==> config.mk <==
export PLATFORM = sky130hd
export DESIGN_NAME = verbus_router
export DESIGN_NICKNAME = d
export VERILOG_FILES = /design/src/rtl/verbus_router.sv
export SDC_FILE = /design/constraint.sdc
export NUM_CORES = 1
export LEC_CHECK = 0
export BUFFER_PORTS_ARGS = -buffer_cell sky130_fd_sc_hd__buf_2
export CAP_MARGIN = 20
export CELL_PAD_IN_SITES_DETAIL_PLACEMENT = 1
export CELL_PAD_IN_SITES_GLOBAL_PLACEMENT = 2
export CORE_AREA = 2 2 159 161
export DETAILED_ROUTE_END_ITERATION = 8
export DIE_AREA = 0 0 161 163
export PLACE_DENSITY = 0.88
export SLEW_MARGIN = 20
export SYNTH_ARGS = -nofsm -noshare
export SYNTH_HDL_FRONTEND = slang
export SYNTH_SLANG_ARGS = --single-unit
==> constraint.sdc <==
create_clock -name clk -period 2.9 [get_ports clk]
set_input_delay 0 -clock clk [delete_from_list [all_inputs] [get_ports clk]]
set_output_delay 0 -clock clk [all_outputs]
set_load 0.01 [all_outputs]
==> src/rtl/verbus_router.sv <==
// Verbus data-bus router: decodes the initiator address onto NUM_TARGETS target
// channels, answers unmapped/stalled accesses, records errors and merges interrupts.
module verbus_router #(
    parameter int unsigned NUM_TARGETS    = 4,
    parameter int unsigned SEL_WIDTH      = 8,
    parameter logic [NUM_TARGETS*SEL_WIDTH-1:0] TARGET_BASES = {8'h82, 8'h81, 8'h80, 8'h00},
    parameter int unsigned TIMEOUT_CYCLES = 255
) (
    input  logic                      clk,
    input  logic                      reset,
    input  logic                      m_valid,
    input  logic [31:0]               m_address,
    input  logic [3:0]                m_wstrobe,
    input  logic [31:0]               m_wdata,
    output logic                      m_ready,
    output logic [31:0]               m_rdata,
    output logic                      m_irq,
    output logic [NUM_TARGETS-1:0]    t_valid,
    output logic [31:0]               t_address,
    output logic [3:0]                t_wstrobe,
    output logic [31:0]               t_wdata,
    input  logic [NUM_TARGETS-1:0]    t_ready,
    input  logic [NUM_TARGETS*32-1:0] t_rdata,
    input  logic [NUM_TARGETS-1:0]    t_irq,
    input  logic [NUM_TARGETS-1:0]    irq_enable,
    output logic                      err_pulse,
    output logic                      err_kind,
    output logic [31:0]               err_address,
    output logic [15:0]               err_count
);

    localparam int unsigned IDX_W = (NUM_TARGETS > 1) ? $clog2(NUM_TARGETS) : 1;
    localparam logic [15:0] TIMEOUT_LIM = 16'(TIMEOUT_CYCLES);

    typedef enum logic {IDLE, BUSY} state_t;

    state_t             state_q, state_d;
    logic [IDX_W-1:0]   sel_q, sel_d;
    logic [15:0]        wait_cnt, wait_d;
    logic               hit;
    logic [IDX_W-1:0]   hit_idx;
    logic [IDX_W-1:0]   route_idx;
    logic               ready_sel;
    logic [31:0]        rdata_sel;
    logic               err_event;
    logic               err_kind_d;

    assign t_address = m_address;
    assign t_wstrobe = m_wstrobe;
    assign t_wdata   = m_wdata;
    assign m_irq     = |(t_irq & irq_enable);

    // Lowest matching index wins when several targets share a code.
    always_comb begin
        hit     = 1'b0;
        hit_idx = '0;
        for (int unsigned i = 0; i < NUM_TARGETS; i++) begin
            if (!hit && TARGET_BASES[i*SEL_WIDTH +: SEL_WIDTH] == m_address[31 -: SEL_WIDTH]) begin
                hit     = 1'b1;
                hit_idx = IDX_W'(i);
            end
        end
    end

    assign route_idx = (state_q == BUSY) ? sel_q : hit_idx;

    always_comb begin
        ready_sel = 1'b0;
        rdata_sel = '0;
        for (int unsigned i = 0; i < NUM_TARGETS; i++) begin
            if (route_idx == IDX_W'(i)) begin
                ready_sel = t_ready[i];
                rdata_sel = t_rdata[i*32 +: 32];
            end
        end
    end

    always_comb begin
        state_d    = state_q;
        sel_d      = sel_q;
        wait_d     = wait_cnt;
        t_valid    = '0;
        m_ready    = 1'b0;
        m_rdata    = '0;
        err_event  = 1'b0;
        err_kind_d = 1'b0;
        case (state_q)
            IDLE: begin
                if (m_valid) begin
                    if (hit) begin
                        t_valid[hit_idx] = 1'b1;
                        m_ready          = ready_sel;
                        if (ready_sel) begin
                            m_rdata = rdata_sel;
                        end else begin
                            state_d = BUSY;
                            sel_d   = hit_idx;
                            wait_d  = 16'd1;
                        end
                    end else begin
                        m_ready   = 1'b1;
                        err_event = 1'b1;
                    end
                end
            end
            BUSY: begin
                if (!m_valid) begin
                    state_d = IDLE;
                end else if (ready_sel) begin
                    t_valid[sel_q] = 1'b1;
                    m_ready        = 1'b1;
                    m_rdata        = rdata_sel;
                    state_d        = IDLE;
                end else if (TIMEOUT_CYCLES != 0 && wait_cnt == TIMEOUT_LIM) begin
                    m_ready    = 1'b1;
                    err_event  = 1'b1;
                    err_kind_d = 1'b1;
                    state_d    = IDLE;
                end else begin
                    t_valid[sel_q] = 1'b1;
                    wait_d         = wait_cnt + 16'd1;
                end
            end
            default: state_d = IDLE;
        endcase
    end

    always_ff @(posedge clk) begin
        if (reset) begin
            state_q     <= IDLE;
            sel_q       <= '0;
            wait_cnt    <= '0;
            err_pulse   <= 1'b0;
            err_kind    <= 1'b0;
            err_address <= '0;
            err_count   <= '0;
        end else begin
            state_q   <= state_d;
            sel_q     <= sel_d;
            wait_cnt  <= wait_d;
            err_pulse <= err_event;
            if (err_event) begin
                err_kind    <= err_kind_d;
                err_address <= m_address;
                if (err_count != 16'hFFFF) begin
                    err_count <= err_count + 16'd1;
                end
            end
        end
    end

endmodule
Word-level counts from Yosys, hierarchy flattened
Index checks and enable logic that the tools add are counted.
- bits in registers: 69
- logic and storage cells: 101
- input port bits: 211
- output and inout bits: 156
- muxes and demuxes: 57
- add/subtract/negate cells: 2
- bitwise gates (word level): 3
- equal/unequal tests: 14
- reductions and logical operators: 14
- magnitude comparators: 4
- operators with widths (operator ; number):
    $mux 32 ; 8
    $mux 16 ; 6
    $pmux 32 s2 ; 1
    $add 16x1->16 const B ; 2
    $pmux 16 s2 ; 1
    $mux 1 ; 27
    $eq 8x8->1 const A ; 3
    $mux 4 ; 5
    $eq 16x8->1 const B ; 1
    $ne 16x16->1 const B ; 1
    $ne 2x2->1 const B ; 6
    $logic_not 8->1 ; 1
    $pmux 4 s2 ; 1
    $lt 2x3->1 const B ; 2
    $mux 2 ; 3
    $pmux 1 s2 ; 3
    $reduce_and 6->1 ; 1
    $logic_and 1x1->1 ; 5
    $and 4x4->4 ; 1
    $demux 1 s2 ; 2
    $eq 2x2->1 const B ; 2
    $ge 2x1->1 const B ; 2
    $reduce_and 4->1 ; 1
    $reduce_or 4->1 ; 1
    other kinds (5) ; 8

Longest topological paths before layout
Gate-level depths: netlist (run 1).
- depth after elaboration: 21
- gate-level depth with buffers: 10
- mapped depth without buffers: 8

Worst setup path before layout (run 1)
Ideal clock, no wire load.
- path kind: flip-flop to flip-flop
- from: register state_q
- to: register err_count[9]
- cell stages (with the launch flop): 10
- path buffers: 2
- setup slack: 0.267 ns
- data required time: 2.779 ns
- setup time: 0.121 ns
- arrival: 2.512 ns
- path through: dfxtp_1 > clkbuf_1 > or4b_4 > o211a_1 > a211oi_1 > o21ba_2 > o21ai_2 > buf_6 > nor4_1 > mux2_2
- word-level cells in the longest chain between the ends: 10
- ends and longest elaborated chain (what ; RTL line ; source):
    start, declared ; 37 ; state_t state_q, state_d;
    start signal, assigned ; 138 ; state_q <= state_d;
    $mux 2 ; 65 ; assign route_idx = (state_q == BUSY) ? sel_q : hit_idx;
    $logic_not 2->1 ; 71 ; if (route_idx == IDX_W'(i)) begin
    $mux 1 (4 in series) ; 71 ;
    $mux 1 ; 109 ; end else if (ready_sel) begin
    $mux 1 ; 107 ; if (!m_valid) begin
    $pmux 1 s2 * ; 87 ; case (state_q)
    $reduce_and 2->1 (no line) * ; - ;
    end signal, assigned ; 146 ; err_count <= err_count + 16'd1;
    end, declared ; 29 ; output logic [15:0] err_count
Every way passes the cells marked *; elsewhere a longest branch is shown, timed or not.
A chain may end at the register's enable or synchronous reset.

Worst setup path after layout (run 1)
- from: register state_q
- to: register err_count[15]
The elaborated chain is that of the path after synthesis.

==> impl_metrics.ini, run 1 <==
[clock_network]
cts_buffer_depth = 2
cts_tree = done
numClockSinks = 69
numCtsBuffers = 9
clk_pin_slew_ns = 0.06
cts-root-buf = clkbuf_16
htreeDepth = 3
clk_latency_ns = 0.34

[placement]
placement.io_buffers = 294
dp.cells = 1149
dp_hpwl_mm = 15.8
place_congestion = 0.802

[setup_path]
worst_setup_path_end_kind = flop
arrival_ns = 3.06
critPathSlowestCell = or4b_4
cp_max_fo = 24
path_buf_inv = 1
startpoint_type = flop
cp_top_family = compound AO/OA/AOI/OAI gates
critical_path_class = reg -> reg
cp_cell_sequence = or4b_4 -> o211a_1 -> a211oi_1 -> o21ba_2 -> o21ai_2 -> buf_12 -> or4_1 -> a21oi_1
max_stage_delay_ns = 0.52
critPathRequiredTime_ns = 3.16

[global_routing]
grt_remaining_overflow = 0
grt_util_all_layers_pct = 15.0
grt_max_degree = 65
grt_pass1_wl_mm = 30.5
antenna_found_initial = 3
grt_pass1_vias = 5459

[floorplan]
die_w_um = 161
core-area_um2 = 24700
io-pin-count = 367
die_h_um = 163
rows = 58
die_area_um2 = 26200
start_util_pct = 19.6

[synthesis]
synth-warning-count = 0
synth_fp_nets = 833
synth_flop_cell = dfxtp_1
synth_seq_cells = 69
synth_edf_count = 0
synthCells = 620
synth.distinct_cells = 53
netlist_area_um2 = 4830
async_reset_ff_share_pct = 0
syn_avg_cell_area_um2 = 7.80
ys_seq_area_share_pct = 28.6

[sta]
maxSlewViolCount = 0
fmax_mhz = 357
finalHoldViolCount = 0
setup_tns_ns = 0
clock_skew_ns = 0.00556
layout_min_cycle_time_ns = 2.80
fin_crit_sh_pct = 96.6
worstMarginPinSlew_ns = 0.657
rsz0062_at_grt = no
relSlewSlack_pct = 56.2
finalSetupViolCount = 0

[routing]
drc = 0
vias = 5326
firstDrtPassIters = 4
vias_per_cell = 4.45
avgRoutedWirePerCell_um = 17.1
drtIter0Drc = 150
ant_nets = 0
routed_wl_mm = 20.5

[power]
p_leak_nw = 2.94
vdd_ir_drop_max_mv = 0.188
power_density_nw_per_um2 = 360

[finish]
stdcell_count = 1196
finalCoreUtilization_pct = 27.3
fill_cells = 3105
drive_gt1_share_pct = 42.2
nets = 1072
area_delta_synth_final_pct = 39.4

[hold_path]
hold_path_class = in -> out

[run_status]
status = complete, no violations

[run]
drv_cap = 0
[flip-flops by register name (all words and copies together) (netlist names)]
register	count
sel_q	2
err_pulse	1
err_address	32
err_count	16
wait_cnt	16
err_kind	1
state_q	1
[area by class of cell]
| type | count | area (um2) | share of cell area (%) |
|---|---|---|---|
| Clock buffer | 14 | 244 | 3.62 |
| Sequential cell | 69 | 1380 | 20.5 |
| Clock inverter | 2 | 10.0 | 0.149 |
| Timing Repair Buffer | 338 | 1900 | 28.2 |
| Tap cell | 330 | 413 | 6.13 |
| Multi-Input combinational cell | 434 | 2760 | 40.9 |
| Inverter | 7 | 26.3 | 0.390 |
| Antenna cell | 2 | 5.00 | 0.0743 |
[routing by layer]
layer,vias to the layer above,track usage [%],routed length [um]
met5,-,0,0
met4,0,6.41,521
met3,22,3.28,1230
met2,218,28.0,10600
met1,2473,16.5,8120
li1,2613,-,-
[path summary, 6_finish.rpt]
kind	from	slack, ns	end	depth (start not counted)
max	state_q	0.1	err_count[15]	8
max reg2reg	state_q	0.1	err_count[15]	8
min reg2reg	err_address[7]	0.45	err_address[7]	2
min	m_wdata[30]	0.000004	t_wdata[30]	0
[cells in the mapped netlist, drive strengths merged (2+ instances only)]
| cell type | number | area (um2) |
|---|---|---|
| or4 | 9 | 71.3 |
| nand4 | 9 | 56.3 |
| nand2 | 85 | 319 |
| a31oi | 3 | 18.8 |
| or3 | 8 | 50.1 |
| and4 | 2 | 17.5 |
| clkbuf | 26 | 97.6 |
| nor3 | 9 | 45.0 |
| o31ai | 9 | 67.6 |
| a22oi | 2 | 15.0 |
| xnor2 | 9 | 78.8 |
| nor2b | 2 | 12.5 |
| nand2b | 3 | 18.8 |
| mux2 | 33 | 372 |
| nor4 | 9 | 62.6 |
| nor2 | 60 | 228 |
| o21ai | 14 | 73.8 |
| nand4b | 2 | 17.5 |
| o21a | 6 | 45.0 |
| mux2i | 34 | 340 |
| ha | 2 | 25.0 |
| o31a | 2 | 17.5 |
| inv | 7 | 26.3 |
| and3 | 3 | 18.8 |
| dfxtp | 69 | 1380 |
| a21oi | 50 | 250 |
| and2 | 2 | 12.5 |
| nand3 | 17 | 85.1 |
| or2 | 2 | 12.5 |
| a211oi | 33 | 248 |
| buf | 84 | 604 |
| o211a | 2 | 20.0 |
[metrics by stage]
step | hold WS (ns) | worst slack (ns) | total power, W | cell area [um2]
after floorplan | 0.0918 | 0.267 | 0.00127 | 4830
after global placement | 0.0000686 | 0.191 | 0.00142 | 6180
after detailed placement | 0.0000686 | 0.145 | 0.00143 | 6180
after CTS | 0.0000686 | 0.0289 | 0.00247 | 6730
after global routing | 0.0000189 | 0.0148 | 0.00256 | 6740
final | 0.00000389 | 0.0972 | 0.00242 | 6740
[worst reg2reg max path: cells and delay by family (launching register included)]
kind            cells  cell delay (ns)
buf+inv             1             0.16
flops               1             0.31
simple gates        2             1.04
compound gates      5             1.23
[cell families after synthesis]
kind of cell | after synthesis | share of synthesized area, %
xor+xnor | 10 | 1.81
flops | 69 | 28.6
fa+ha+maj | 2 | 0.518
compound gates | 130 | 17.4
simple gates | 225 | 21.9
mux | 67 | 14.7
buf+inv | 117 | 15.1
[power by group]
part,switching [W],total (W),leakage (nW),internal (W)
logic,0.000224,0.000441,2.25,0.000216
registers,0.0000165,0.000994,0.562,0.000977
clock network,0.000411,0.000989,0.125,0.000578
total,0.000652,0.00242,2.94,0.00177
[layout by cell type, fill, tap and decap left out, drive strengths merged, types with 3 or more instances in the layout]
cell and count:
buf 309, nand2 85, dfxtp 69, nor2 60, a21oi 50, mux2i 34
mux2 33, a211oi 33, dlygate4sd3 29, nand3 17, o21ai 14, clkbuf 14
xnor2 9, nand4 9, o31ai 9, nor3 9, or4 9, nor4 9
or3 8, inv 7, o21a 6, nand2b 3, and3 3, a31oi 3
[timing repair]
action | 4_1_cts | 5_1_grt
resized for setup | 0 | 3
setup buffers | 0 | 0
setup endpoints to repair | 0 | 32
hold buffers | 29 | 0
endpoints found under the hold margin | 29 | 0
Power figures use the tool's default switching activity.
==> inputs of run 2 (changes only) <==
- HOLD_SLACK_MARGIN: not set -> 0.02
- RECOVER_POWER: not set -> 100
==> run 2 against run 1 <==
Wire length is 3.2% higher. Cell area increased by 3.1%. Sequential power about the same. Final cell count rose by 3.1%. Sequential share of layout area fell by 0.61 points. Core utilization up 0.84 points. Clock skew is 0.0017 ns higher. Combinational power is 9.8% higher. Hold slack improved by 0.10 ns. Non-clock buffer count is 36 higher. Highest routed layer unchanged.
==> impl_metrics.ini, run 2 (synthesis gave the netlist of run 1 again) <==
[routing]
drtIter0Drc = 145
firstDrtPassIters = 4
vias_per_cell = 4.47
ant_nets = 0
avgRoutedWirePerCell_um = 17.2
routed_wl_mm = 21.1
vias = 5509
drc = 0

[global_routing]
grt_pass1_vias = 5590
grt_pass1_wl_mm = 31.0
grt_max_degree = 65
antenna_found_initial = 4
grt_remaining_overflow = 0
grt_util_all_layers_pct = 15.3

[placement]
place_area_um2 = 6180
place_congestion = 0.802
dp_hpwl_mm = 15.8
placement.io_buffers = 294

[floorplan]
start_util_pct = 19.6
rows = 58
core-area_um2 = 24700
die_area_um2 = 26200
io-pin-count = 367
die_w_um = 161
die_h_um = 163

[sta]
layout_min_cycle_time_ns = 2.78
worstMarginPinSlew_ns = 0.658
fmax_mhz = 360
fin_crit_sh_pct = 95.8
setup_tns_ns = 0
relSlewSlack_pct = 56.1
finalHoldViolCount = 0
clock_skew_ns = 0.00729
rsz0062_at_grt = no
finalSetupViolCount = 0
maxSlewViolCount = 0

[finish]
nets = 1108
largestRegisters = err_address x32, err_count x16, wait_cnt x16
area_delta_synth_final_pct = 43.6
final_area_um2 = 6940
largest_reg_flops = 32
drive_gt1_share_pct = 27.8
largest_register = err_address
final_cell_mix = 178 x buf_2, 120 x clkbuf_1, 85 x nand2_1, 69 x dfxtp_1, 65 x dlygate4sd3_1
layout_commonest_cell = buf_2

[run_status]
status = complete, no violations

[clock_network]
numClockSinks = 69
post_cts_buffers = 0
numCtsBuffers = 9
cts-root-buf = clkbuf_16
cts_buffer_depth = 2
clk_latency_ns = 0.34
clk_pin_slew_ns = 0.06
htreeDepth = 3
cts_tree = done

[power]
vdd_ir_drop_max_mv = 0.187
p_leak_nw = 2.65
power_density_nw_per_um2 = 355

[setup_path]
arrival_ns = 3.03
cp_max_fo = 24
reg2reg_from = state_q
critical_path_class = reg -> reg
worst_setup_path_end_kind = flop
reg2reg_depth = 8
startpoint_type = flop
r2r_setup_slack_ns = 0.12
regToRegEndpoint = err_count[15]
critPathRequiredTime_ns = 3.16

[hold_path]
hold_path_class = in -> reg
worstHoldEndpoint = err_address[29]
min_from = m_address[29]
hold-path-cell-count = 3

[run]
drv_cap = 0
## run 2: cell count changes in the layout (fill, tap and decap cells not counted), sizes merged
cell,previous run,this run
buf,309,188
diode,2,3
dlygate4sd3,29,65
clkbuf,14,135
## run 2: through the flow
stage / cells / hold WS, ns / total power (W) / worst slack (ns) / util (%)
after detailed placement: 1149 / 0.0000686 / 0.00143 / 0.145 / 25.1
final: 1233 / 0.101 / 0.00247 / 0.123 / 28.1
after CTS: 1230 / 0.0219 / 0.00253 / 0.0289 / 28.7
after global routing: 1233 / 0.101 / 0.00261 / 0.00799 / 28.1
after global placement: 1149 / 0.0000686 / 0.00142 / 0.191 / 25.1
after floorplan: 620 / 0.0918 / 0.00127 / 0.267 / -
## run 2: area by class of cell
| class | instances | area (um2) |
|---|---|---|
| clock inverters | 2 | 10.0 |
| flip-flops and latches | 69 | 1380 |
| diodes | 3 | 7.51 |
| clock buffers | 14 | 244 |
| fillers | 3139 | 17700 |
| well taps | 330 | 413 |
| repair buffers | 374 | 2110 |
| inverters | 7 | 26.3 |
| multi-input cells | 434 | 2760 |
## run 2: per-layer routing
metal  global-route usage (%)  wire length, um  vias to the layer above
met1                     16.5             8240                     2570
met2                     28.7            11100                      226
met5                        0                0                        -
li1                         -                -                     2686
met4                     6.86              526                        0
met3                     3.21             1240                       27
## run 2: critical path, stage by stage (launching register included)
cell and delay [ns]:
dfxtp_1 0.31, or4b_4 0.52, o211a_1 0.23, a211oi_1 0.46
o21ba_2 0.25, o21ai_2 0.09, buf_12 0.16, or4_1 0.51
a21oi_1 0.17
## run 2: power breakdown
| group | switching, W | internal, W |
|---|---|---|
| logic | 0.000251 | 0.000233 |
| clock network | 0.000409 | 0.000578 |
| registers | 0.0000175 | 0.000977 |
## run 2: worst max path at each step
stage,start,end,slack (ns),cells past startpoint
5_1_grt,state_q,wait_cnt[14],0.008,8
2_1_floorplan,state_q,err_count[9],0.27,9
4_1_cts,state_q,m_rdata[27],0.03,8
3_3_place_gp,m_address[30],err_count[9],0.19,9
3_5_place_dp,m_address[30],err_count[15],0.15,9
6_report,state_q,err_count[15],0.12,8
## run 2: what timing repair did
item | 4_1_cts | 5_1_grt
hold buffers | 65 | 0
resized for setup | 0 | 3
setup endpoints to repair | 0 | 32
endpoints found under the hold margin | 65 | 0
